===== src/rtl/four_one_rr_mux.sv =====
// Four-input round-robin merge onto one registered valid/ready output stage.
// Optional packet locking (in_last/out_last) is enabled by defining FOUR_ONE_PKT_LOCK_EN.
module four_one_rr_mux #(
  parameter int DW = 8
) (
  input  logic            clk,
  input  logic            rst_n,
  input  logic [3:0]      in_valid,
  input  logic [4*DW-1:0] in_data,
`ifdef FOUR_ONE_PKT_LOCK_EN
  input  logic [3:0]      in_last,
  output logic            out_last,
`endif
  output logic [3:0]      in_ready,
  output logic            out_valid,
  output logic [DW-1:0]   out_data,
  output logic [1:0]      out_sel,
  input  logic            out_ready
);

  logic [3:0]    rot_s;
  logic [1:0]    off_s;
  logic [1:0]    winner_s;
  logic          gnt_v_s;
  logic          ld_s;
  logic          xfer_s;
  logic [1:0]    ptr_r;
  logic          out_valid_r;
  logic [DW-1:0] out_data_r;
  logic [1:0]    out_sel_r;
`ifdef FOUR_ONE_PKT_LOCK_EN
  logic          lock_r;
  logic [1:0]    lock_ch_r;
  logic          out_last_r;
  logic          win_last_s;
`endif

  // Rotate requests so bit 0 is the current priority holder, then find the first requester
  always_comb begin
    rot_s = 4'b0000;
    off_s = 2'd0;
    rot_s = 4'({in_valid, in_valid} >> ptr_r);
    casez (rot_s)
      4'b???1: off_s = 2'd0;
      4'b??10: off_s = 2'd1;
      4'b?100: off_s = 2'd2;
      4'b1000: off_s = 2'd3;
      default: off_s = 2'd0;
    endcase
  end

  // Winner, load enable and per-channel ready; a locked packet pins the winner
  always_comb begin
    ld_s     = ~out_valid_r | out_ready;
    winner_s = ptr_r + off_s;
    gnt_v_s  = |in_valid;
`ifdef FOUR_ONE_PKT_LOCK_EN
    win_last_s = 1'b0;
    if (lock_r) begin
      winner_s = lock_ch_r;
      gnt_v_s  = in_valid[lock_ch_r];
    end else begin
      winner_s = ptr_r + off_s;
      gnt_v_s  = |in_valid;
    end
    win_last_s = in_last[winner_s];
`endif
    xfer_s   = ld_s & gnt_v_s & rst_n;
    in_ready = xfer_s ? (4'b0001 << winner_s) : 4'b0000;
  end

  // Output register, priority pointer and packet-lock state
  always_ff @(posedge clk) begin
    if (!rst_n) begin
      out_valid_r <= 1'b0;
      out_data_r  <= {DW{1'b0}};
      out_sel_r   <= 2'd0;
      ptr_r       <= 2'd0;
`ifdef FOUR_ONE_PKT_LOCK_EN
      lock_r      <= 1'b0;
      lock_ch_r   <= 2'd0;
      out_last_r  <= 1'b0;
`endif
    end else if (xfer_s) begin
      out_valid_r <= 1'b1;
      out_data_r  <= in_data[int'(winner_s)*DW +: DW];
      out_sel_r   <= winner_s;
`ifdef FOUR_ONE_PKT_LOCK_EN
      out_last_r  <= win_last_s;
      if (lock_r) begin
        // Priority stays frozen inside a packet and resumes after its owner
        if (win_last_s) begin
          lock_r <= 1'b0;
          ptr_r  <= lock_ch_r + 2'd1;
        end else begin
          ptr_r  <= ptr_r;
        end
      end else begin
        ptr_r <= winner_s + 2'd1;
        if (!win_last_s) begin
          lock_r    <= 1'b1;
          lock_ch_r <= winner_s;
        end else begin
          lock_r    <= 1'b0;
        end
      end
`else
      ptr_r <= winner_s + 2'd1;
`endif
    end else if (ld_s) begin
      out_valid_r <= 1'b0;
    end else begin
      out_valid_r <= out_valid_r;
    end
  end

  assign out_valid = out_valid_r;
  assign out_data  = out_data_r;
  assign out_sel   = out_sel_r;
`ifdef FOUR_ONE_PKT_LOCK_EN
  assign out_last  = out_last_r;
`endif

endmodule

===== config.mk =====
export PLATFORM = sky130hd
export DESIGN_NAME = four_one_rr_mux
export DESIGN_NICKNAME = d
export VERILOG_FILES = /design/src/rtl/four_one_rr_mux.sv
export SDC_FILE = /design/constraint.sdc
export NUM_CORES = 1
export LEC_CHECK = 0
export CAP_MARGIN = 30
export CORE_ASPECT_RATIO = 1.1
export CORE_MARGIN = 2
export CORE_UTILIZATION = 35
export CTS_BUF_LIST = sky130_fd_sc_hd__clkbuf_8
export CTS_CLUSTER_SIZE = 12
export DETAILED_ROUTE_END_ITERATION = 16
export PLACE_DENSITY = 0.75
export SETUP_SLACK_MARGIN = 0.02
export SLEW_MARGIN = 10
export SYNTH_ARGS = -nofsm -noshare
export SYNTH_HDL_FRONTEND = slang
export SYNTH_SLANG_ARGS = --single-unit
export TNS_END_PERCENT = 5

===== constraint.sdc =====
create_clock -name clk -period 3.8 [get_ports clk]
set_input_delay 0.38 -clock clk [delete_from_list [all_inputs] [get_ports clk]]
set_output_delay 0.38 -clock clk [all_outputs]
set_load 0.02 [all_outputs]

==> metrics.txt, run 1 <==
Core Util, Final=0.534; Cell Chain, Critical Path=clkdlybuf4s50_1 -> nand2b_1 -> o22ai_1 -> o21ai_0 -> nand2_1 -> ha_1 -> xnor2_4 -> xnor2_4 -> nor3b_2 -> clkdlybuf4s50_1; site row count=22; area delta synth->final=48.5%; Die Footprint=3840 µm²; Core Region=3280 µm²; Synth async-reset ratio=0; Crit path required time=3420 ps; max incr delay on CP=660 ps; #FFs+latches synth=13; placed wire-length estimate=2560 µm; # H-tree levels=1; crit-path max FO=8; routed vias=1242; fill count=326; Worst setup EP type=output pin; DP Area=1700 µm²; compound-gate portion of the synthesized area=0.248; power per cell area=699 nW/µm²; adder-cell share of the synthesized area=0.0106; clock buffer depth=2; crit path launch type=input pin; Pwr Total=1.22 mW; ys flop type=dfxtp_1; pre-CTS setup slack=423 ps; final instance area=1750 µm²; starting DRC count in detailed routing=60; syn nets=179; mapped cell area=1180 µm²; Post-synth top cells=nor2_1, mux2i_1, dfxtp_1; syn avg cell area=8.47 µm²; Worst Setup Path Type=input pin to output pin; DR WL/cell=15.7 µm; fin crit period=3430 ps; vias in the first global route=1289; routability cong.=0.751; xor/xnor share of the synthesized area=0.0680; clock skew=2.11 ps; initial antenna violation count=0; footprint of the multi-input gates=848 µm²; Initial Util=0.359; drt pass-1 iters=4; first-pass GRT wire length=5460 µm; global route overflow=0; Clock Tree Root=clkbuf_8; Syn Inst Count=139; final hold violation count=0; P_leak=0.772 nW; most common cell in the netlist=nor2_1; Seq. cell area=260 µm²; largest net degree at the start of global routing=14; Clock transition at path regs=60 ps; max-slew violation count=0; Synth top area share=0.221; Chip Height=64.8 µm; Synth Area in Simple Gates=0.233; GRT Util Overall=0.182; WL final=3500 µm; largest family of logic cells by synthesized area=compound AO/OA/AOI/OAI gates; Fmax=0.292 GHz; layout cells sized above 1=0.0909; Chip Width=59.3 µm; Hold Slack=495 ps; post-synth cell types=34; worst-margin pin slew=569 ps; Via density=5.57; Max IR drop VDD=0.000296 V; CTS tree=yes; headroom to the max-slew limit=0.620; cts hold-fix bufs=0; clock buffer count from CTS=3; # DRC=0; Worst Hold Class=flip-flop to flip-flop; post-synth top area cell=dfxtp_1; latest clock arrival within the worst-skew pair=250 ps; Fin Setup TNS=0 ps; fin cells=223; post-synthesis mux area share=0.162; Detail Route Antenna Nets=0; Final setup viols=0; post-route setup slack=370 ps; Diodes inserted=0; Max stage delay cell, worst path=clkdlybuf4s50_1; placed cell count=219; Max-Cap Viols=0; Post CTS Setup Buffer Count=0; RSZ-0062 raised after global routing=no; CTS sink cnt=13; # resized after CTS=0; status=finished, final reports clean; worst path arrival time=3050 ps; synth top area cells=dfxtp_1, mux2i_1, nor2_1, a221o_1, o211a_1; fin crit share=0.903; Synth warnings=0; Seq/Total Area, Yosys=0.221; # port buffers=53; I/O pins=54; EDFF count, synth=0; Final Net Count=228
layer usage:
metal	share of wire	track usage	vias up	routed length, µm
met5	0	0	-	0
met4	0.011	0.0511	0	38
met3	0.066	0.0240	5	231
met2	0.51	0.337	57	1770
met1	0.42	0.211	571	1460
li1	-	-	609	-
sequential cells by signal (all words and copies together) (netlist names):
signal,cells
out_valid,1
out_sel,2
out_data,8
ptr_r,2
cells by family (layout without fill, tap and decap cells):
family / count (synthesis) / count (layout)
and+or+nand+nor: 54 / 54
AOI/OAI and AO/OA: 36 / 36
muxes: 19 / 19
DFF: 13 / 13
buffers and inverters: 12 / 60
xor gates and xnor gates: 4 / 4
adders and majority gates: 1 / 1
cells in the final DEF (no fill, tap or decap), types with 2 or more instances in the layout:
master and n:
xnor2_4 2, o22ai_1 9, buf_4 2, inv_1 2, a221o_1 8, nor2_1 26, o21ai_0 3, nor3_1 3
mux2i_1 19, clkbuf_8 3, clkdlybuf4s50_1 53, and3_1 2, a21oi_2 2, a21oi_1 3, o211a_1 8, nand2_1 9
dfxtp_1 13, nand2b_1 4
report_power, final:
group / switching, mW / internal, mW
sequential: 0.0592 / 0.195
combinational: 0.433 / 0.408
clock: 0.0553 / 0.0716
critical path, delay by kind of cell:
family          cells  cell delay (ps)
fa+ha+maj           1              340
compound gates      2              280
buf+inv             2             1280
simple gates        3              420
xor+xnor            2              350
path summary, 6_finish.rpt:
kind,startpoint,to,slack [ps],depth (start not counted)
setup / recovery,in_valid[1],in_ready[0],370,10
hold / removal,out_data[6]$_SDFFE_PN0P_,out_data[6]$_SDFFE_PN0P_,490,1
setup reg to reg,ptr_r[0]$_SDFFE_PN0P_,out_data[0]$_SDFFE_PN0P_,840,11
hold reg to reg,out_data[6]$_SDFFE_PN0P_,out_data[6]$_SDFFE_PN0P_,490,1
cell type report:
cell class | instances | share of cell area
clock buffers | 3 | 0.0236
clock inverters | 1 | 0.00215
inverters | 1 | 0.00215
multi-input cells | 114 | 0.485
flip-flops and latches | 13 | 0.149
well taps | 36 | 0.0258
repair buffers | 55 | 0.312
(Power assumes the default switching activity.)
==> run 2: changes to the inputs <==
--- a/config.mk
+++ b/config.mk
@@ -7,7 +7,7 @@
 export LEC_CHECK = 0
 export CAP_MARGIN = 30
 export CORE_ASPECT_RATIO = 1.1
-export CORE_MARGIN = 2
+export CORE_MARGIN = 3
 export CORE_UTILIZATION = 35
 export CTS_BUF_LIST = sky130_fd_sc_hd__clkbuf_8
 export CTS_CLUSTER_SIZE = 12
==> run 2 against run 1 <==
  * Flip-flop and latch count is the same
  * Clock power shrank 5%
  * First-iteration DRC count grew 95%
  * Highest routed layer unchanged
  * Count of clock-buffer cells in the layout is the same
  * Design area shrank 0.14%
  * Critical path depth is the same
  * Sequential share of layout area is essentially flat
==> metrics.txt, run 2 (same netlist as run 1, synthesis figures left out) <==
crit-path max FO=8 (unchanged); routability cong.=0.811 (was 0.751); Worst Hold Class=flip-flop to flip-flop (unchanged); final hold violation count=0 (unchanged); largest net degree at the start of global routing=17 (was 14); headroom to the max-slew limit=0.626 (was 0.620); R2R depth=11 (unchanged); # DRC=0 (unchanged); max-slew violation count=0 (unchanged); Worst setup EP type=output pin (unchanged); Fmax=0.296 GHz (was 0.292 GHz); Worst Setup Path Type=input pin to output pin (unchanged); Initial Util=0.377 (was 0.359); Max IR drop VDD=0.000360 V (was 0.000296 V); power per cell area=695 nW/µm² (was 699 nW/µm²); routed vias=1215 (was 1242); Core Util, Final=0.558 (was 0.534); vias in the first global route=1248 (was 1289); max FFs per register=8 (unchanged); fin cells=221 (was 223); drt pass-1 iters=4 (unchanged); worst path arrival time=3000 ps (was 3050 ps); WL final=3280 µm (was 3500 µm); area delta synth->final=48.2% (was 48.5%); most common cell after layout, fill and taps aside=clkdlybuf4s50_1 (unchanged); starting DRC count in detailed routing=117 (was 60); final instance area=1750 µm² (about the same); Detail Route Antenna Nets=0 (unchanged); R2R Path Start=ptr_r[0]$_SDFFE_PN0P_ (unchanged); Clock transition at path regs=50 ps (was 60 ps); Post CTS Setup Buffer Count=0 (unchanged); status=finished, final reports clean (unchanged); crit path launch type=input pin (unchanged); cts hold-fix bufs=0 (unchanged); clock buffer depth=2 (unchanged); DR WL/cell=14.9 µm (was 15.7 µm); Via density=5.50 (was 5.57); CP Launch Point=in_valid[0] (was in_valid[1]); max incr delay on CP=640 ps (was 660 ps); Hold Crit Start=out_data[1]$_SDFFE_PN0P_ (was out_data[6]$_SDFFE_PN0P_); Chip Width=61.3 µm (was 59.3 µm); CP delay by family, top=buffers and inverters (unchanged); latest clock arrival within the worst-skew pair=240 ps (was 250 ps); first-pass GRT wire length=5450 µm (was 5460 µm); I/O pins=54 (unchanged); placed wire-length estimate=2490 µm (was 2560 µm); placed cell count=217 (was 219); Final setup viols=0 (unchanged); Crit path required time=3420 ps (about the same); Clock Tree Root=clkbuf_8 (unchanged); # H-tree levels=1 (unchanged); clock buffer count from CTS=3 (unchanged); site row count=21 (was 22); global route overflow=0 (unchanged); initial antenna violation count=0 (unchanged); R2R setup slack=930 ps (was 840 ps); Core Region=3130 µm² (was 3280 µm²); Critical R2R Capture=out_data[7]$_SDFFE_PN0P_ (was out_data[0]$_SDFFE_PN0P_); fill count=284 (was 326); most frequent cells in the layout=clkdlybuf4s50_1, nor2_1, mux2i_1 (unchanged); layout cells sized above 1=0.0909 (unchanged); P_leak=0.772 nW (unchanged); DP Area=1700 µm² (about the same); hold path endpoint=out_data[1]$_SDFFE_PN0P_ (was out_data[6]$_SDFFE_PN0P_); fin crit period=3380 ps (was 3430 ps); Max-Cap Viols=0 (unchanged); clock skew=1.91 ps (was 2.11 ps); Worst Hold Depth=1 (unchanged); # resized after CTS=0 (unchanged); RSZ-0062 raised after global routing=no (unchanged); GRT Util Overall=0.172 (was 0.182); CTS tree=yes (unchanged); Cell Chain, Critical Path=clkdlybuf4s50_1 -> nand2b_1 -> o22ai_1 -> o21ai_0 -> nand2_1 -> ha_1 -> xnor2_4 -> xnor2_4 -> nor3b_2 -> clkdlybuf4s50_1 (unchanged); Diodes inserted=0 (unchanged); Final Net Count=228 (unchanged); Max stage delay cell, worst path=clkdlybuf4s50_1 (unchanged); # port buffers=53 (unchanged); fin crit share=0.889 (was 0.903); Die Footprint=4100 µm² (was 3840 µm²); Chip Height=66.8 µm (was 64.8 µm); Fin Setup TNS=0 ps (unchanged); worst-margin pin slew=560 ps (was 569 ps); Buffers & Inverters on Critical Path=2 (unchanged); Hold Slack=495 ps (about the same); CTS sink cnt=13 (unchanged)
==> run 2: final cells by class <==
type | instances | area (µm²) | area share
clock inverter | 1 | 3.75 | 0.00215
timing repair buffer | 55 | 546 | 0.313
tap | 34 | 42.5 | 0.0244
inverter | 1 | 3.75 | 0.00215
sequential | 13 | 260 | 0.149
clock buffer | 3 | 41.3 | 0.0237
multi-input combinational | 114 | 848 | 0.486
==> run 2: worst max-delay path by stage <==
stage / end / depth (start not counted)
final: in_ready[0] / 10
after global routing: in_ready[0] / 10
after CTS: in_ready[0] / 10
after detailed placement: in_ready[0] / 10
after global placement: in_ready[0] / 10
after floorplan: out_data[2]$_SDFFE_PN0P_ / 12
==> run 2: layer usage <==
metal | GRT usage | wire [µm] | share of wire
met1 | 0.213 | 1400 | 0.43
met2 | 0.291 | 1610 | 0.49
met3 | 0.0407 | 260 | 0.079
met4 | 0.0461 | 13 | 0.0040
met5 | 0 | 0 | 0
==> run 2: power by group <==
part	internal (mW)	switching [mW]	leakage (nW)
combinational	0.408	0.428	0.637
sequential	0.195	0.0611	0.108
clock	0.0713	0.0498	0.0269
==> run 2: metrics by stage <==
| step | setup WS [ps] | power, mW |
|---|---|---|
| floorplan | 1250 | 0.839 |
| global placement | 486 | 1.07 |
| detailed placement | 427 | 1.09 |
| CTS | 412 | 1.22 |
| global route | 160 | 1.30 |
| finish | 420 | 1.21 |
==> run 3: changes to the inputs <==
--- a/config.mk
+++ b/config.mk
@@ -14,8 +14,7 @@
 export DETAILED_ROUTE_END_ITERATION = 16
 export PLACE_DENSITY = 0.75
 export SETUP_SLACK_MARGIN = 0.02
-export SLEW_MARGIN = 10
+export SLEW_MARGIN = 20
 export SYNTH_ARGS = -nofsm -noshare
 export SYNTH_HDL_FRONTEND = slang
 export SYNTH_SLANG_ARGS = --single-unit
-export TNS_END_PERCENT = 5
==> results of run 3 <==
Same layout as run 2: the final DEF is identical, and so are final timing and power.
